### src/rtl/ov7670_pkg.sv
// Shared types and geometry helpers for the OV7670 frame-buffer writer.
// Build option: define FB_DBUF_EN to enable double buffering; the default build
// is a single buffer.
package ov7670_pkg;

    // Sensor defaults (VGA).
    localparam int DEF_WIDTH  = 640;
    localparam int DEF_HEIGHT = 480;

`ifdef FB_DBUF_EN
    localparam bit FB_DBUF = 1'b1;
`else
    localparam bit FB_DBUF = 1'b0;
`endif

    // Writer FSM states.
    typedef enum logic [1:0] {
        WAIT_VS = 2'd0,
        ARMED   = 2'd1,
        CAPTURE = 2'd2
    } fbw_state_t;

    // Decimated output geometry and BRAM address width.
    typedef struct packed {
        int unsigned ow;
        int unsigned oh;
        int unsigned aw;
    } fb_geom_t;

    // Output width/height after decimation, and address width covering one
    // bank (single buffer) or two banks (double buffer).
    function automatic fb_geom_t fb_geom(input int width, input int height,
                                         input int shift, input bit dbuf);
        fb_geom_t    g;
        int unsigned cells;
        g.ow  = int'(width  >> shift);
        g.oh  = int'(height >> shift);
        cells = dbuf ? 2 * g.ow * g.oh : g.ow * g.oh;
        g.aw  = (cells > 1) ? $clog2(cells) : 1;
        return g;
    endfunction

endpackage

### src/rtl/ov7670_fb_addrgen.sv
// Address generator: tracks the output row base, the row counter and the
// write bank, and flags the pixel that completes a frame. x comes straight
// from the column counter, so no multiplier is needed anywhere.
// Build option: FB_DBUF_EN enables the second bank and bank toggling.
module ov7670_fb_addrgen
    import ov7670_pkg::*;
#(
    parameter  int       WIDTH       = DEF_WIDTH,
    parameter  int       HEIGHT      = DEF_HEIGHT,
    parameter  int       SCALE_SHIFT = 1,
    localparam fb_geom_t GEOM        = fb_geom(WIDTH, HEIGHT, SCALE_SHIFT, FB_DBUF),
    localparam int       AW          = int'(GEOM.aw),
    localparam int       HW          = $clog2(WIDTH) + 1
) (
    input  logic          clk_i,
    input  logic          rst_ni,
    input  logic          clear_i,   // restart at row 0 of the current bank
    input  logic          adv_i,     // a kept pixel is being written this cycle
    input  logic [HW-1:0] h_cnt_i,
    output logic [AW-1:0] addr_o,
    output logic          last_o,    // the kept pixel completes the frame
    output logic          wr_bank_o
);

    localparam int OW = int'(GEOM.ow);
    localparam int OH = int'(GEOM.oh);
    localparam int VW = $clog2(HEIGHT) + 1;

    logic [AW-1:0] row_base_q;
    logic [VW-1:0] y_q;
    logic [HW-1:0] x;
    logic          x_last;
    logic          y_last;
    logic [AW-1:0] bank_off;

`ifdef FB_DBUF_EN
    logic wr_bank_q;
    assign bank_off  = wr_bank_q ? AW'(OW * OH) : '0;
    assign wr_bank_o = wr_bank_q;
`else
    assign bank_off  = '0;
    assign wr_bank_o = 1'b0;
`endif

    assign x      = h_cnt_i >> SCALE_SHIFT;
    assign x_last = (x == HW'(OW - 1));
    assign y_last = (y_q == VW'(OH - 1));
    assign last_o = adv_i && x_last && y_last;
    assign addr_o = bank_off + row_base_q + AW'(x);

    // Row base / row counter: cleared while armed, stepped at the end of each kept row.
    always_ff @(posedge clk_i) begin
        if (!rst_ni) begin
            row_base_q <= '0;
            y_q        <= '0;
        end else if (clear_i) begin
            row_base_q <= '0;
            y_q        <= '0;
        end else if (adv_i && x_last) begin
            row_base_q <= row_base_q + AW'(OW);
            y_q        <= y_q + VW'(1);
        end
    end

`ifdef FB_DBUF_EN
    // Write bank flips only on a completed frame; aborts leave it alone.
    always_ff @(posedge clk_i) begin
        if (!rst_ni) begin
            wr_bank_q <= 1'b0;
        end else if (last_o) begin
            wr_bank_q <= ~wr_bank_q;
        end
    end
`endif

endmodule

### src/rtl/ov7670_fb_writer.sv
// Frame-buffer write controller for the OV7670 capture path. Decimates the
// RGB565 stream by 2^SCALE_SHIFT in both axes, writes kept pixels to a BRAM
// port one cycle later, pulses frame_done on the last write, and counts
// frames aborted by an early VSYNC.
// Build option: define FB_DBUF_EN for double buffering (fb_bank_rd then names
// the last completed bank); otherwise a single buffer with fb_bank_rd = 0.
module ov7670_fb_writer
    import ov7670_pkg::*;
#(
    parameter  int       WIDTH       = DEF_WIDTH,
    parameter  int       HEIGHT      = DEF_HEIGHT,
    parameter  int       SCALE_SHIFT = 1,
    parameter  int       DATA_WIDTH  = 16,
    localparam fb_geom_t GEOM        = fb_geom(WIDTH, HEIGHT, SCALE_SHIFT, FB_DBUF),
    localparam int       AW          = int'(GEOM.aw),
    localparam int       HW          = $clog2(WIDTH) + 1,
    localparam int       VW          = $clog2(HEIGHT) + 1
) (
    input  logic                  cam_PCLK,
    input  logic                  cam_RESETn,
    input  logic                  cam_VSYNC,
    input  logic                  pix_valid,
    input  logic [DATA_WIDTH-1:0] rgb565,
    input  logic [HW-1:0]         h_cnt,
    input  logic [VW-1:0]         v_cnt,
    output logic                  fb_we,
    output logic [AW-1:0]         fb_addr,
    output logic [DATA_WIDTH-1:0] fb_wdata,
    output logic                  frame_done,
    output logic                  fb_bank_rd,
    output logic [7:0]            drop_cnt
);

    localparam logic [HW-1:0] H_MASK = HW'((1 << SCALE_SHIFT) - 1);
    localparam logic [VW-1:0] V_MASK = VW'((1 << SCALE_SHIFT) - 1);

    fbw_state_t            state_q, state_d;
    logic                  done_q, done_d;
    logic                  we_q;
    logic [AW-1:0]         addr_q;
    logic [DATA_WIDTH-1:0] wdata_q;
    logic                  frame_done_q;
    logic                  bank_rd_q;
    logic [7:0]            drop_q;

    logic                  in_range;
    logic                  aligned;
    logic                  keep;
    logic                  abort;
    logic [AW-1:0]         addr_next;
    logic                  frame_last;
    logic                  wr_bank;

    // Keep filter: VSYNC in CAPTURE wins over a coincident pixel.
    assign in_range = (h_cnt < HW'(WIDTH)) && (v_cnt < VW'(HEIGHT));
    assign aligned  = ((h_cnt & H_MASK) == '0) && ((v_cnt & V_MASK) == '0);
    assign keep     = pix_valid && (state_q == CAPTURE) && !cam_VSYNC && in_range && aligned;
    assign abort    = (state_q == CAPTURE) && cam_VSYNC;

    ov7670_fb_addrgen #(
        .WIDTH       (WIDTH),
        .HEIGHT      (HEIGHT),
        .SCALE_SHIFT (SCALE_SHIFT)
    ) u_addrgen (
        .clk_i     (cam_PCLK),
        .rst_ni    (cam_RESETn),
        .clear_i   (state_q == ARMED),
        .adv_i     (keep),
        .h_cnt_i   (h_cnt),
        .addr_o    (addr_next),
        .last_o    (frame_last),
        .wr_bank_o (wr_bank)
    );

    // Next-state logic. done_q blocks re-arming after a completed frame
    // until VSYNC has been seen high again, so trailing pixels are dropped.
    always_comb begin
        // NOTE: every combinational output gets a default first so no path leaves it unassigned (no latch).
        state_d = state_q;
        done_d  = done_q;
        if (cam_VSYNC) begin
            done_d = 1'b0;
        end else if (frame_last) begin
            done_d = 1'b1;
        end
        unique case (state_q)
            WAIT_VS: if (cam_VSYNC)               state_d = ARMED;
            ARMED:   if (!cam_VSYNC && !done_q)   state_d = CAPTURE;
            CAPTURE: if (cam_VSYNC || frame_last) state_d = ARMED;
            default:                              state_d = WAIT_VS;
        endcase
    end

    // State, output registers and drop counter; synchronous active-low reset.
    always_ff @(posedge cam_PCLK) begin
        // NOTE: state is updated with non-blocking assignments so every register samples pre-edge values.
        if (!cam_RESETn) begin
            state_q      <= WAIT_VS;
            done_q       <= 1'b0;
            we_q         <= 1'b0;
            addr_q       <= '0;
            wdata_q      <= '0;
            frame_done_q <= 1'b0;
            bank_rd_q    <= 1'b0;
            drop_q       <= '0;
        end else begin
            state_q      <= state_d;
            done_q       <= done_d;
            we_q         <= keep;
            frame_done_q <= frame_last;
            if (keep) begin
                addr_q  <= addr_next;
                wdata_q <= rgb565;
            end
            if (frame_last) begin
                bank_rd_q <= wr_bank;
            end
            if (abort && (drop_q != 8'hFF)) begin
                drop_q <= drop_q + 8'd1;
            end
        end
    end

    assign fb_we      = we_q;
    assign fb_addr    = addr_q;
    assign fb_wdata   = wdata_q;
    assign frame_done = frame_done_q;
    assign fb_bank_rd = bank_rd_q;
    assign drop_cnt   = drop_q;

endmodule

### config.mk
export PLATFORM = sky130hd
export DESIGN_NAME = ov7670_fb_writer
export DESIGN_NICKNAME = d
export VERILOG_FILES = /design/src/rtl/ov7670_pkg.sv /design/src/rtl/ov7670_fb_addrgen.sv /design/src/rtl/ov7670_fb_writer.sv
export SDC_FILE = /design/constraint.sdc
export NUM_CORES = 1
export LEC_CHECK = 0
export ABC_CLOCK_PERIOD_IN_PS = 5100
export CAP_MARGIN = 40
export CORE_UTILIZATION = 30
export CTS_BUF_LIST = sky130_fd_sc_hd__clkbuf_16
export DETAILED_ROUTE_END_ITERATION = 7
export HOLD_SLACK_MARGIN = 0.1
export MAX_ROUTING_LAYER = met4
export PLACE_DENSITY = 0.64
export SLEW_MARGIN = 5
export SYNTH_ARGS = -nofsm -noshare
export SYNTH_HDL_FRONTEND = slang
export SYNTH_SLANG_ARGS = --single-unit
### constraint.sdc
create_clock -name cam_PCLK -period 5.1 [get_ports cam_PCLK]
set_clock_uncertainty 0.15 [all_clocks]
set_input_delay 1.02 -clock cam_PCLK [delete_from_list [all_inputs] [get_ports cam_PCLK]]
set_output_delay 1.02 -clock cam_PCLK [all_outputs]
set_load 0.01 [all_outputs]
* Word-level counts from Yosys, hierarchy flattened
Cells that the tools add are included.
** Storage, ports and cells
- Flip-flop bits (word level) :: 73
- Bits of input ports :: 41
- Output and inout port bits :: 44
- Word-level logic and storage cells :: 48
** Operators by class
- $add $sub $neg :: 4
- Magnitude comparators :: 2
- Equality and inequality tests :: 8
- Multiplexer cells :: 4
- Bitwise logic cells :: 1
- Reductions and logical operators :: 20
** Operator list (count)
- adder 17 x 10 -> 17 bit :: 1
- adder 17 x 9 -> 17 bit, second input constant :: 1
- logical AND 1 bit :: 11
- logical NOT 11 bit :: 1
- < comparator 11 x 10 -> 1 bit, second input constant :: 1
- adder 10 x 1 -> 10 bit, second input constant :: 1
- equality test 10 x 8 -> 1 bit, second input constant :: 1
- equality test 10 x 9 -> 1 bit, second input constant :: 1
- logical NOT 10 bit :: 1
- < comparator 10 x 9 -> 1 bit, second input constant :: 1
- adder 8 x 1 -> 8 bit, second input constant :: 1
- inequality test 8 bit, second input constant :: 1
- 2-to-1 mux 2 bit :: 3
- one-hot mux 2 bit (3 select lines) :: 1
- inequality test 2 bit, second input constant :: 2
- OR reduction 2 bit :: 2
- AND reduction 3 bit :: 1
- equality test 2 x 1 -> 1 bit, second input constant :: 1
- equality test 2 bit, second input constant :: 1
- logical NOT 1 bit :: 2
- logical NOT 2 bit :: 1
- inequality test 2 x 1 -> 1 bit, second input constant :: 1
- logical OR 1 bit :: 1
- NOT 1 bit :: 1

* Longest topological paths before layout
- Depth after elaboration :: 10
- Gate-level depth with buffers :: 7
- Depth with buffers taken out :: 7

* By module
A second synthesis with hierarchy kept.
** Second synthesis, totals
- Cells, all modules :: 334
- Area, all modules :: 3148.0 µm²
** Modules (own cells, without submodules)
- ov7670_fb_writer :: instances 1, cells an instance 175, area each 1798.0 µm², sequential area each 940.9 µm²
- ov7670_fb_addrgen :: instances 1, cells an instance 159, area each 1350.0 µm², sequential area each 420.4 µm²

* Worst setup path after synthesis
Ideal clock, no wire load.
- Path type :: input -> register
- From :: input port h_cnt[7]
- To :: register u_addrgen.y_q[6]
- Library setup time :: 135 ps
- Arrival time :: 2337 ps
- Data required time :: 4815 ps
- Slack :: 2478 ps
- Stages on the path :: 4
- Path buffers :: 0
- Path through :: nand4bb_4 > or4_2 > o311ai_0 > o41ai_1
** On the way
- Word-level cells in the longest chain between the ends :: 5
- Elaborated cells between the ends (all ways) :: 6
- Classes of those cells :: order compare: 1; eq/ne: 1; reduce/logical: 4
** Ends and longest elaborated chain
- from (decl) :: line ov7670_fb_writer.sv:24 : input logic [HW-1:0] h_cnt,
- < comparator 11 x 10 -> 1 bit :: line ov7670_fb_writer.sv:55 : assign in_range = (h_cnt < HW'(WIDTH)) && (v_cnt < VW'(HEIGHT));
- logical AND 1 bit :: line ov7670_fb_writer.sv:55
- logical AND 1 bit (2 in a row) :: line ov7670_fb_writer.sv:57 : assign keep = pix_valid && (state_q == CAPTURE) && !cam_VSYNC && in_range && aligned;
- logical AND 1 bit * :: line ov7670_fb_addrgen.sv:59 : end else if (adv_i && x_last) begin
- to (signal assigned) :: line ov7670_fb_addrgen.sv:61 : y_q <= y_q + VW'(1);
- to (decl) :: line ov7670_fb_addrgen.sv:30 : logic [VW-1:0] y_q;
Mark *: on every way between the ends. The rest lies on a longest branch, timed or not.
A chain may end at the register's enable or synchronous reset.

* Worst setup path after layout
- From :: input port h_cnt[10]
- To :: register addr_q[9], in the netlist fb_addr[9]
** On the way
- Word-level cells in the longest chain between the ends :: 4
- Elaborated cells between the ends (all ways) :: 5
- Classes of those cells :: add/sub: 1; order compare: 1; reduce/logical: 3
** Ends and longest elaborated chain
- < comparator 11 x 10 -> 1 bit :: line ov7670_fb_writer.sv:55
- logical AND 1 bit :: line ov7670_fb_writer.sv:55
- logical AND 1 bit (2 in a row) :: line ov7670_fb_writer.sv:57
- to (signal assigned) :: line ov7670_fb_writer.sv:112 : addr_q <= addr_next;
- to (decl) :: line ov7670_fb_writer.sv:40 : logic [AW-1:0] addr_q;
Several ways; a longest one is shown, not always the timed one.

==> results.tsv <==
stage	metric	value	unit
worst_hold_path	hold_depth	2	
grt	grt_pass1_vias	2831	
timing	grt_setup_unrepaired	false	
setup_path	cp-start-kind	primary input	
timing	drv_slew	0	
logic_synthesis	ys_ff_latch	67	
clock_tree	htree_levels	3	
power_and_ir_drop	p_sw_frac	0.227	
finish	finish.net_count	484	
setup_path	r2r_end	fb_addr[9]$_SDFFE_PN0P_	
detailed_routing	ant_nets	0	
setup_path	cp_max_fo	41	
clock_tree	clkLatencyLatePin	0.33	ns
timing	finalWorstSetupSlack	1.65	ns
logic_synthesis	synth_edf_count	0	
logic_synthesis	netlist_area	3150	um2
clock_tree	cts.sinks	67	
power_and_ir_drop	pwr-share-comb	0.056	
detailed_routing	wl	7.80	mm
place	hpwl	5.44	mm
detailed_routing	wl_per_cell	13.5	um
logic_synthesis	post-synth-top-count-cell	dfxtp_1	
clock_tree	numCtsBuffers	9	
timing	setup_violations	0	
timing	maxSlewHeadroom	0.392	
die	die_h	104	um
die	placement_rows	37	
finish	stdcell_area	4310	um2
detailed_routing	viasPerCell	5.26	
logic_synthesis	synth_top_area_cell	dfxtp_1	
clock_tree	clk_pin_slew_worst_paths	0.06	ns
grt	grt_overflow	0	
clock_tree	cts_tree	yes	
power_and_ir_drop	p_leak	0.00136	uW
finish	drive_gt1_frac	0.0614	
place	dpl_worst_slack	1.37	ns
grt	grt_pass1_wl	13.5	mm
clock_tree	clock_path_buffers	2	
logic_synthesis	syn_avg_cell_area	8.60	um2
worst_hold_path	hold-path-endpoint	fb_wdata[10]$_SDFFE_PN0P_	
logic_synthesis	yosys_warnings	0	
setup_path	worstSetupPathType	primary input to register	
timing	finalCriticalPeriod	3.45	ns
logic_synthesis	synth.distinct_cells	51	
grt	antenna_found_initial	0	
die	coreArea	10200	um2
worst_hold_path	min_from	fb_wdata[10]$_SDFFE_PN0P_	
setup_path	reg2reg_from	state_q[1]$_SDFFE_PN0P_	
timing	final-hold-violation-count	0	
power_and_ir_drop	power_switching	260	uW
power_and_ir_drop	p_int	885	uW
place	place_area	4040	um2
detailed_routing	drt_iter0_drc	141	
setup_path	crit_required	5.21	ns
clock_tree	ctsResizeCount	0	
power_and_ir_drop	power_density	266	nW/um2
finish	syn_to_final_growth	36.8	%
setup_path	cp.arrival	3.57	ns
setup_path	timing.reg2reg.setup_slack	2.58	ns
logic_synthesis	synth_top_area_share	0.426	
setup_path	ff2ff_path_depth	5	
worst_hold_path	holdCritPathClass	register to register	
grt	grt_usage	0.156	
clock_tree	postCtsSetupBuffers	0	
grt	grt_max_degree	42	
logic_synthesis	synthCells	366	
logic_synthesis	synth_ff_type	dfxtp_1	
place	portBuffers	79	
clock_tree	holdBufCountCts	0	
detailed_routing	drc_errors	0	
finish	diodes	0	
die	pin_count	85	
flow_run	maxCapViolCount	0	
logic_synthesis	synthArstFlopShare	0	
timing	tightest_slew	0.912	ns
die	dieWidth	104	um
power_and_ir_drop	peakVddDrop	0.000134	V
logic_synthesis	yosys-top-cells-area	dfxtp_1 (43%), a21oi_1 (7.2%), nand2_1 (6.4%), o41ai_1 (3.1%), or3_1 (3.0%)	
place	place_congestion	0.764	
status	status	finished, final reports clean	
power_and_ir_drop	seqPwrFrac	0.459	
die	floorplan.initialDensity	0.308	
timing	fmax	290	MHz
logic_synthesis	syn_nets	415	
logic_synthesis	synthTopCellsByCount	dfxtp_1 (67), nand2_1 (54), a21oi_1 (45)	
logic_synthesis	yosysSeqAreaShare	0.426	
power_and_ir_drop	clockPowerShare	0.484	
detailed_routing	vias	3027	
setup_path	crit_path_end_kind	register	
detailed_routing	drt-pass1-iter-count	7	
timing	post-route-period-util	0.677	
timing	setup_tns	0	ns
clock_tree	ctsRootBufferMaster	clkbuf_16	
die	die_area	10900	um2
## sequential cells by signal, summed over array words and instances, names as in the netlist
register / cells
fb_addr: 17
fb_wdata: 16
u_addrgen.row_base_q: 11
u_addrgen.y_q: 10
drop_cnt: 8
state_q: 2
done_q: 1
fb_we: 1
frame_done: 1
## layout by cell type (no fill, tap or decap), types with 2 or more instances in the layout
cell type	count
a211oi_1	6
clkinvlp_4	3
a21oi_1	45
a21boi_0	2
or4_1	8
nand2_1	54
and3_1	4
xnor2_1	8
o21ai_0	16
ha_1	7
nor2_1	13
dfxtp_1	67
clkdlybuf4s50_1	79
mux2i_1	2
nor4b_2	2
nand4_1	6
a211o_1	2
nand3_1	11
or3_1	15
nor3_1	3
nand3b_1	3
inv_1	9
clkbuf_16	9
nor4b_1	2
o31ai_1	6
o41ai_1	11
o311ai_0	8
a2111oi_0	2
a31oi_1	3
nand2b_1	4
o21a_1	4
clkinv_2	2
or3_2	2
buf_4	3
## cell families (layout without fill, tap and decap cells)
family / count (synthesis) / after routing / synth area share
DFF: 67 / 67 / 0.426
AOI/OAI and AO/OA: 110 / 110 / 0.226
muxes: 2 / 2 / 0.00636
other: 1 / 1 / 0.00119
buffers and inverters: 33 / 107 / 0.0445
adders and majority gates: 8 / 8 / 0.0342
xor gates and xnor gates: 8 / 8 / 0.0223
and+or+nand+nor: 137 / 137 / 0.239
## worst max-delay path by stage
stage	start	end	slack, ns	depth (start not counted)
after detailed placement	cam_VSYNC	fb_addr[9]$_SDFFE_PN0P_	1.37	6
after global routing	cam_VSYNC	fb_addr[9]$_SDFFE_PN0P_	1.47	6
after CTS	cam_VSYNC	fb_addr[10]$_SDFFE_PN0P_	1.68	5
final	h_cnt[10]	fb_addr[9]$_SDFFE_PN0P_	1.65	6
after floorplan	h_cnt[7]	u_addrgen.y_q[6]$_SDFFE_PP0P_	2.48	4
after global placement	cam_VSYNC	fb_addr[9]$_SDFFE_PN0P_	1.41	6
## power by group through the flow
stage	Sequential, uW	Clock (uW)	Combinational (uW)
floorplan	538	0	25.4
global placement	538	0	63.4
detailed placement	538	0	63.8
CTS	526	572	64.5
global route	526	598	70.5
finish	526	555	64.6
## routing by layer
layer,up-vias,routed length [um],GRT usage
li1,1500,-,-
met1,1437,3840,0.202
met2,84,3430,0.232
met3,6,442,0.0357
met4,0,77,0.0653
met5,-,0,-
## worst max-delay path, cell delays in order
cell,delay (ns)
clkdlybuf4s50_1,0.54
nor4b_2,0.56
o2111ai_4,0.58
buf_4,0.44
a211o_1,0.27
a21oi_1,0.13
## layout make-up
type                    instances  area [um2]
fillers                      1002        5920
repair buffers                 82         813
well taps                     136         170
multi-input cells             266        1680
inverters                       9        33.8
clock buffers                   9         225
clock inverters                 7        45.0
flip-flops and latches         67        1340
## per-stage QoR
stage / hold slack, ns / util / total power [uW] / instances
2_1_floorplan: 0.304 / - / 563 / 366
3_3_place_gp: 0.292 / 0.395 / 601 / 560
3_5_place_dp: 0.297 / 0.395 / 601 / 560
4_1_cts: 0.304 / 0.421 / 1160 / 576
5_1_grt: 0.321 / 0.421 / 1190 / 576
6_report: 0.301 / 0.421 / 1150 / 576
(Power assumes the default switching activity.)
